`config.mk`:
```
export PLATFORM = sky130hd
export DESIGN_NAME = counter_monitor
export DESIGN_NICKNAME = d
export VERILOG_FILES = /design/src/rtl/counter_monitor.sv
export SDC_FILE = /design/constraint.sdc
export NUM_CORES = 1
export LEC_CHECK = 0
export CORE_AREA = 4 4 52 58
export CTS_CLUSTER_DIAMETER = 150
export DETAILED_ROUTE_END_ITERATION = 6
export DIE_AREA = 0 0 56 62
export PLACE_DENSITY = 0.79
export RECOVER_POWER = 25
export SLEW_MARGIN = 5
export SYNTH_ARGS = -nofsm -noshare
export SYNTH_HDL_FRONTEND = slang
export SYNTH_SLANG_ARGS = --single-unit
```
`constraint.sdc`:
```
create_clock -name clock_signal -period 2.8 [get_ports clock_signal]
set_input_delay 0.84 -clock clock_signal [delete_from_list [all_inputs] [get_ports clock_signal]]
set_output_delay 0.84 -clock clock_signal [all_outputs]
set_load 0.02 [all_outputs]
```
`src/rtl/counter_monitor.sv`:
```
// Observer for a WIDTH-bit up/down counter: predicts each next value, flags broken steps, reports wraps.
// One clock from an enabled sample to every output update; all outputs are registered.
// No backpressure: samples are accepted every cycle sample_enable is high.
module counter_monitor #(
  parameter int WIDTH  = 4,
  parameter int RELOCK = 2   // consecutive matches needed to leave ERROR, 1..7
) (
  input  logic             clock_signal,
  input  logic             reset_signal,
  input  logic             sample_enable,
  input  logic             up_down,
  input  logic             clear_expect,
  input  logic [WIDTH-1:0] count_in,
  output logic [WIDTH-1:0] expected_out,
  output logic             locked,
  output logic             mismatch,
  output logic             wrap_pulse,
  output logic [3:0]       error_count
);

  typedef enum logic [1:0] {
    IDLE   = 2'd0,
    LOCKED = 2'd1,
    ERROR  = 2'd2
  } state_t;

  localparam logic [WIDTH-1:0] CNT_MAX    = {WIDTH{1'b1}};
  localparam logic [WIDTH-1:0] CNT_ONE    = WIDTH'(1);
  localparam logic [2:0]       RELOCK_TGT = 3'(RELOCK);

  state_t           state;
  logic [2:0]       relock_cnt;
  logic [WIDTH-1:0] last_sample;
  logic             last_up;

  logic             hit;
  logic [WIDTH-1:0] predicted;
  logic             wrap_seen;
  logic [2:0]       relock_next;

  // Next-value prediction and match/wrap qualifiers for the current sample
  always_comb begin
    hit         = (count_in == expected_out);
    predicted   = up_down ? (count_in + CNT_ONE) : (count_in - CNT_ONE);
    // A wrap is a matched step leaving the top going up, or leaving zero going down
    wrap_seen   = (last_up && (last_sample == CNT_MAX)) ||
                  (!last_up && (last_sample == '0));
    relock_next = relock_cnt + 3'd1;
  end

  // Tracking FSM with all outputs registered alongside the state
  always_ff @(posedge clock_signal or negedge reset_signal) begin
    if (!reset_signal) begin
      state        <= IDLE;
      relock_cnt   <= '0;
      last_sample  <= '0;
      last_up      <= 1'b0;
      expected_out <= '0;
      locked       <= 1'b0;
      mismatch     <= 1'b0;
      wrap_pulse   <= 1'b0;
      error_count  <= '0;
    end else begin
      mismatch   <= 1'b0;
      wrap_pulse <= 1'b0;
      if (sample_enable) begin
        last_sample  <= count_in;
        last_up      <= up_down;
        expected_out <= predicted;
        case (state)
          IDLE: begin
            // First sample only acquires the sequence; nothing to compare against yet
            state  <= LOCKED;
            locked <= 1'b1;
          end
          LOCKED: begin
            if (hit) begin
              wrap_pulse <= wrap_seen;
            end else begin
              mismatch   <= 1'b1;
              relock_cnt <= '0;
              state      <= ERROR;
              locked     <= 1'b0;
              if (error_count != 4'hF) begin
                error_count <= error_count + 4'd1;
              end
            end
          end
          ERROR: begin
            // Errors are counted once per loss of lock, so no pulse or count here
            if (hit) begin
              if (relock_next >= RELOCK_TGT) begin
                state      <= LOCKED;
                locked     <= 1'b1;
                relock_cnt <= '0;
              end else begin
                relock_cnt <= relock_next;
              end
            end else begin
              relock_cnt <= '0;
            end
          end
          default: begin
            state  <= IDLE;
            locked <= 1'b0;
          end
        endcase
      end
      // A producer clear wins over any prediction from a simultaneous sample
      if (clear_expect) begin
        expected_out <= '0;
      end
    end
  end

endmodule

```
======== Word-level counts from Yosys, hierarchy flattened ========
Index checks and enable logic that the tools add are counted.
word-level totals
  register bits after elaboration ......... 21
  output and inout bits ................... 11
operators by class
  add/subtract/negate cells ............... 4
  $lt $le $gt $ge ......................... 1
  eq/ne operators ......................... 8
  mux-type cells .......................... 21
  bitwise logic cells ..................... 1
  reduce and logical (&&, ||, !) cells .... 11
operators with widths
  operator               count
  $mux W4                3
  $mux W1                9
  $mux W3                3
  $add A4 B1 Y4 const B  2
  $reduce_and A4 Y1      2
  $mux W2                3
  $ne A2 B2 Y1 const B   3
  $pmux W2 S3            1
  $pmux W3 S2            1
  $eq A4 B4 Y1           1
  $eq A4 B4 Y1 const B   1
  $logic_not A4 Y1       1
  $ne A4 B4 Y1 const B   1
  $reduce_bool A2 Y1     2
  $sub A4 B1 Y4 const B  1
  $add A3 B1 Y3 const B  1
  $ge A3 B2 Y1 const B   1
  $pmux W1 S3            1
  $reduce_and A3 Y1      1
  $eq A2 B1 Y1 const B   1
  $eq A2 B2 Y1 const B   1
  $logic_and A1 B1 Y1    2
  $logic_not A2 Y1       1
  $logic_not A1 Y1       1
  2 further kinds        2

======== Depth between registers and ports, before layout ========
  word-level depth ........................ 6
  depth in mapped cells ................... 6
  depth with buffers taken out ............ 6

======== Worst setup path after synthesis ========
No wires, ideal clock.
  kind .................................... in2reg
  from .................................... input port up_down
  to ...................................... register expected_out[3]
  library setup time ...................... 104 ps
  arrival time ............................ 1868 ps
  data required time ...................... 2696 ps
  slack ................................... 828 ps
  stages .................................. 6
  cell sequence ........................... inv_1 -> ha_1 -> a21o_1 -> a21oi_1 -> or4b_1 -> o311ai_1
on the way
  word-level cells in the longest chain between the ends .. 3
ends and longest elaborated chain
  what                    line  text
  start: declaration      11    input logic up_down,
  $mux W4                 44    predicted = up_down ? (count_in + CNT_ONE) : (count_in - CNT_ONE);
  $mux W4                 66    if (sample_enable) begin
  $mux W4                 110   if (clear_expect) begin
  end signal: assignment  69    expected_out <= predicted;
  end: declaration        14    output logic [WIDTH-1:0] expected_out,
No other way between the ends. The select of a mux whose other input is x is not followed.
A chain may end at the register's enable or synchronous reset.

======== Final worst setup path ========
Same ends and word-level chain as after synthesis.

==> impl_table.tex <==
\begin{tabular}{lr}
\hline
Metric & Value \\
\hline
\multicolumn{2}{l}{\textbf{Clock network}} \\
\quad Post-CTS resize count & 0 \\
\quad Maximum number of buffers from clock root to sink & 2 \\
\quad Clock buffer count from CTS & 3 \\
\quad Setup Buffers After CTS & 0 \\
\quad Cts-stage hold buffer count & 0 \\
\quad Root buf cell & sky130\_fd\_sc\_hd\_\_clkbuf\_4 \\
\quad H-tree depth & 1 \\
\quad CTS tree & yes \\
\quad Clock transition time at the flip-flop clock pins of the worst setup and hold paths & 0.11 ns \\
\quad Number of sinks handled by clock tree synthesis & 20 \\
\quad Insertion delay of the later-clocked pin in the worst-skew pair & 0.29 ns \\
\multicolumn{2}{l}{\textbf{Route}} \\
\quad First-pass detailed-route iteration total & 3 \\
\quad Via count & between 700 and 800 \\
\quad WL per Instance & approximately 14 um \\
\quad DRT antenna net count & 0 \\
\quad Count of unresolved DRC violations after routing & 0 \\
\quad Ratio of routed vias to standard cells & just over 5 \\
\quad Drt total wl & 2.02 mm \\
\quad Starting DRC count in detailed routing & 3 \\
\multicolumn{2}{l}{\textbf{Timing}} \\
\quad Setup\_tns & 0 ns \\
\quad Pins Over Slew Limit & 0 \\
\quad Final number of hold-violating endpoints & 0 \\
\quad Share of the cycle needed by the critical path after routing & 79.6\% \\
\quad Max-slew headroom at the worst pin & between 20 and 30\% \\
\quad Tmin final & between 2 and 2.5 ns \\
\quad Transition time of the tightest slew-check pin & $\sim$1.1 ns \\
\quad Post-route worst setup slack & 0.570 ns \\
\quad Setup violations, final & 0 \\
\quad Layout Skew & between 0.002 and 0.0025 ns \\
\quad Fmax & 448 MHz \\
\quad Worst Hold Slack & roughly 0.52 ns \\
\quad RSZ-0062 raised after global routing & false \\
\multicolumn{2}{l}{\textbf{Die}} \\
\quad Initial cell density of the core & 42.9\% \\
\quad Die area & 3470 um2 \\
\quad Chip width & 56 um \\
\quad Boundary pin count & 20 \\
\quad Core box area & around 2500 um2 \\
\quad Placement Rows & 19 \\
\quad Overall die height & 62 um \\
\multicolumn{2}{l}{\textbf{Yosys}} \\
\quad Top area cells in the synthesized netlist & sky130\_fd\_sc\_hd\_\_dfrtp\_1 (47\%), sky130\_fd\_sc\_hd\_\_ha\_1 (5.9\%), sky130\_fd\_sc\_hd\_\_xnor2\_1 (5.8\%) \\
\quad Netlist cell types & 34 \\
\quad Post-synth top flop & sky130\_fd\_sc\_hd\_\_dfrtp\_1 \\
\quad Share of Yosys cell area claimed by the top area cell type & a little under half \\
\quad EDFF count, synth & 0 \\
\quad Sequential cell area fraction in the yosys report & 47.2\% \\
\quad Instance count of the mapped netlist & between 90 and 100 \\
\quad Mean area per synthesized cell & 11.5 um2 \\
\quad Syn nets & 107 \\
\quad Yosys Warn Count & 0 \\
\quad Number of synthesized register bits & 20 \\
\quad Ys async rst share & 100\% \\
\quad Post-synthesis cell area & 1060 um2 \\
\quad Biggest area consumer among synthesized cells & sky130\_fd\_sc\_hd\_\_dfrtp\_1 \\
\multicolumn{2}{l}{\textbf{GRT}} \\
\quad Final global-route overflow total & 0 \\
\quad Pin count of the biggest net entering global routing & 21 \\
\quad Number of global-route vias before repair & 790 \\
\quad Global-route total usage across every layer & 13.2\% \\
\quad Antenna violations before repair & 0 \\
\quad Wire length of the first global-routing pass & 3.51 mm \\
\multicolumn{2}{l}{\textbf{Critical path}} \\
\quad Critical path endpoint category & flip-flop \\
\quad Data arrival at the endpoint of the critical path & 2.43 ns \\
\quad Worst reg-to-reg path cell count & 4 \\
\quad Largest fanout on the critical path & 2 \\
\quad Crit Path Category & input pin to flip-flop \\
\quad Required time reported for the critical path endpoint & 3.00 ns \\
\quad CP Launch Type & input pin \\
\multicolumn{2}{l}{\textbf{Placed design}} \\
\quad \# placed instances & 143 \\
\quad Dpl hpwl & 1.54 mm \\
\quad Worst setup slack before clock tree synthesis & $\sim$0.24 ns \\
\quad Instance area at placement & around 1300 um2 \\
\quad Placer Congestion & 0.807 \\
\quad PortBufs & 19 \\
\multicolumn{2}{l}{\textbf{Layout}} \\
\quad Utilization after layout & 53.9\% \\
\quad Cell area after layout & 1330 um2 \\
\quad Number of cells in the finished layout apart from fillers & 147 \\
\quad Commonest cells after routing, fill and taps aside & sky130\_fd\_sc\_hd\_\_dfrtp\_1 (20), sky130\_fd\_sc\_hd\_\_clkdlybuf4s50\_1 (18), sky130\_fd\_sc\_hd\_\_inv\_1 (7), sky130\_fd\_sc\_hd\_\_xnor2\_1 (7) \\
\quad \# nets final & 132 \\
\quad Ratio of cells with drive above 1 in the final layout & 12.9\% \\
\quad Number of antenna cells inserted & 0 \\
\quad Fill cell total of the finished layout & around 220 \\
\quad Most common cell after layout, fill and taps aside & sky130\_fd\_sc\_hd\_\_dfrtp\_1 \\
\quad Area Overhead vs Synth & 25.9\% \\
\multicolumn{2}{l}{\textbf{Power}} \\
\quad Reported net switching power & 0.147 mW \\
\quad Share of total power in sequential cells & 54.1\% \\
\quad Combinational power share & between 10\% and 20\% \\
\quad Leak Pwr & 0.636 nW \\
\quad Cell-internal power & 0.435 mW \\
\quad Maximum ir drop on the vdd rail & about 0.00029 V \\
\quad Pwr/cell area & 437 nW/um2 \\
\quad Switching power as a share of total power & between 20 and 30\% \\
\quad Overall power of the completed layout & a little under 0.6 mW \\
\quad Portion of total power attributed to the clock network & 27.7\% \\
\multicolumn{2}{l}{\textbf{Worst hold path}} \\
\quad Cell depth of the worst hold path & 1 \\
\quad Worst hold-check path type & flip-flop to flip-flop \\
\multicolumn{2}{l}{\textbf{Flow run}} \\
\quad Maxcap violations & 0 \\
\multicolumn{2}{l}{\textbf{Run status}} \\
\quad Status & completed \\
\hline
\end{tabular}
## registers in the layout, summed over array words and instances (netlist names)
name and count:
mismatch 1, error_count 4, last_up 1, expected_out 4, locked 1, relock_cnt 3
state 1, wrap_pulse 1, last_sample 4
## worst paths after layout
kind / startpoint / endpoint / slack [ns]
max: up_down / expected_out[3] / 0.57
max in group asynchronous: reset_signal / state[1] / 0.91
max reg2reg: expected_out[1] / error_count[1] / 1.27
min in group asynchronous: reset_signal / error_count[0] / 1.25
min: error_count[0] / error_count[0] / 0.52
min reg2reg: error_count[0] / error_count[0] / 0.52
## layer usage
metal  track usage, %  share of wire (%)
met1             16.7                 47
met2             22.2                 49
met3             2.69                2.9
met4             6.10                1.2
met5                0                  0
## synth_stat cells, types with 3 or more instances
master / count
sky130_fd_sc_hd__nor2_1: 4
sky130_fd_sc_hd__mux2_2: 5
sky130_fd_sc_hd__and2_1: 3
sky130_fd_sc_hd__dfrtp_1: 20
sky130_fd_sc_hd__mux2i_1: 3
sky130_fd_sc_hd__ha_1: 5
sky130_fd_sc_hd__inv_1: 7
sky130_fd_sc_hd__xnor2_1: 7
sky130_fd_sc_hd__and3_1: 3
sky130_fd_sc_hd__a31oi_1: 4
## power by group through the flow
stage               registers, mW  clock network [mW]  logic, mW
floorplan                   0.324                   0     0.0550
global route                0.317               0.185      0.116
detailed placement          0.320                   0      0.106
finish                      0.315               0.161      0.106
CTS                         0.315               0.171      0.108
global placement            0.320                   0      0.104
## critical path, cell delays in order
cell                              delay (ns)
sky130_fd_sc_hd__clkdlybuf4s50_1        0.47
sky130_fd_sc_hd__inv_1                  0.07
sky130_fd_sc_hd__ha_1                   0.27
sky130_fd_sc_hd__a21o_1                 0.10
sky130_fd_sc_hd__a21oi_1                0.07
sky130_fd_sc_hd__or4b_1                 0.51
sky130_fd_sc_hd__o311ai_1               0.10
## final cells by class
cell class	count	area [um2]	share of cell area (%)
tap	31	38.8	2.91
multi-input combinational	63	523	39.2
inverter	7	26.3	1.97
sequential	20	500	37.5
clock buffer	4	36.3	2.72
timing repair buffer	22	209	15.7
## cell families after synthesis
group                    after synthesis  share of synthesized area (%)
multiplexers                           9                           9.56
adder cells (fa/ha/maj)                6                           7.79
AO/OA/AOI/OAI                         13                           8.03
buffers and inverters                  9                           3.42
AND/OR/NAND/NOR                       26                           15.8
XOR/XNOR                               9                           8.15
flip-flops                            20                           47.2
Power figures use the tool's default switching activity.
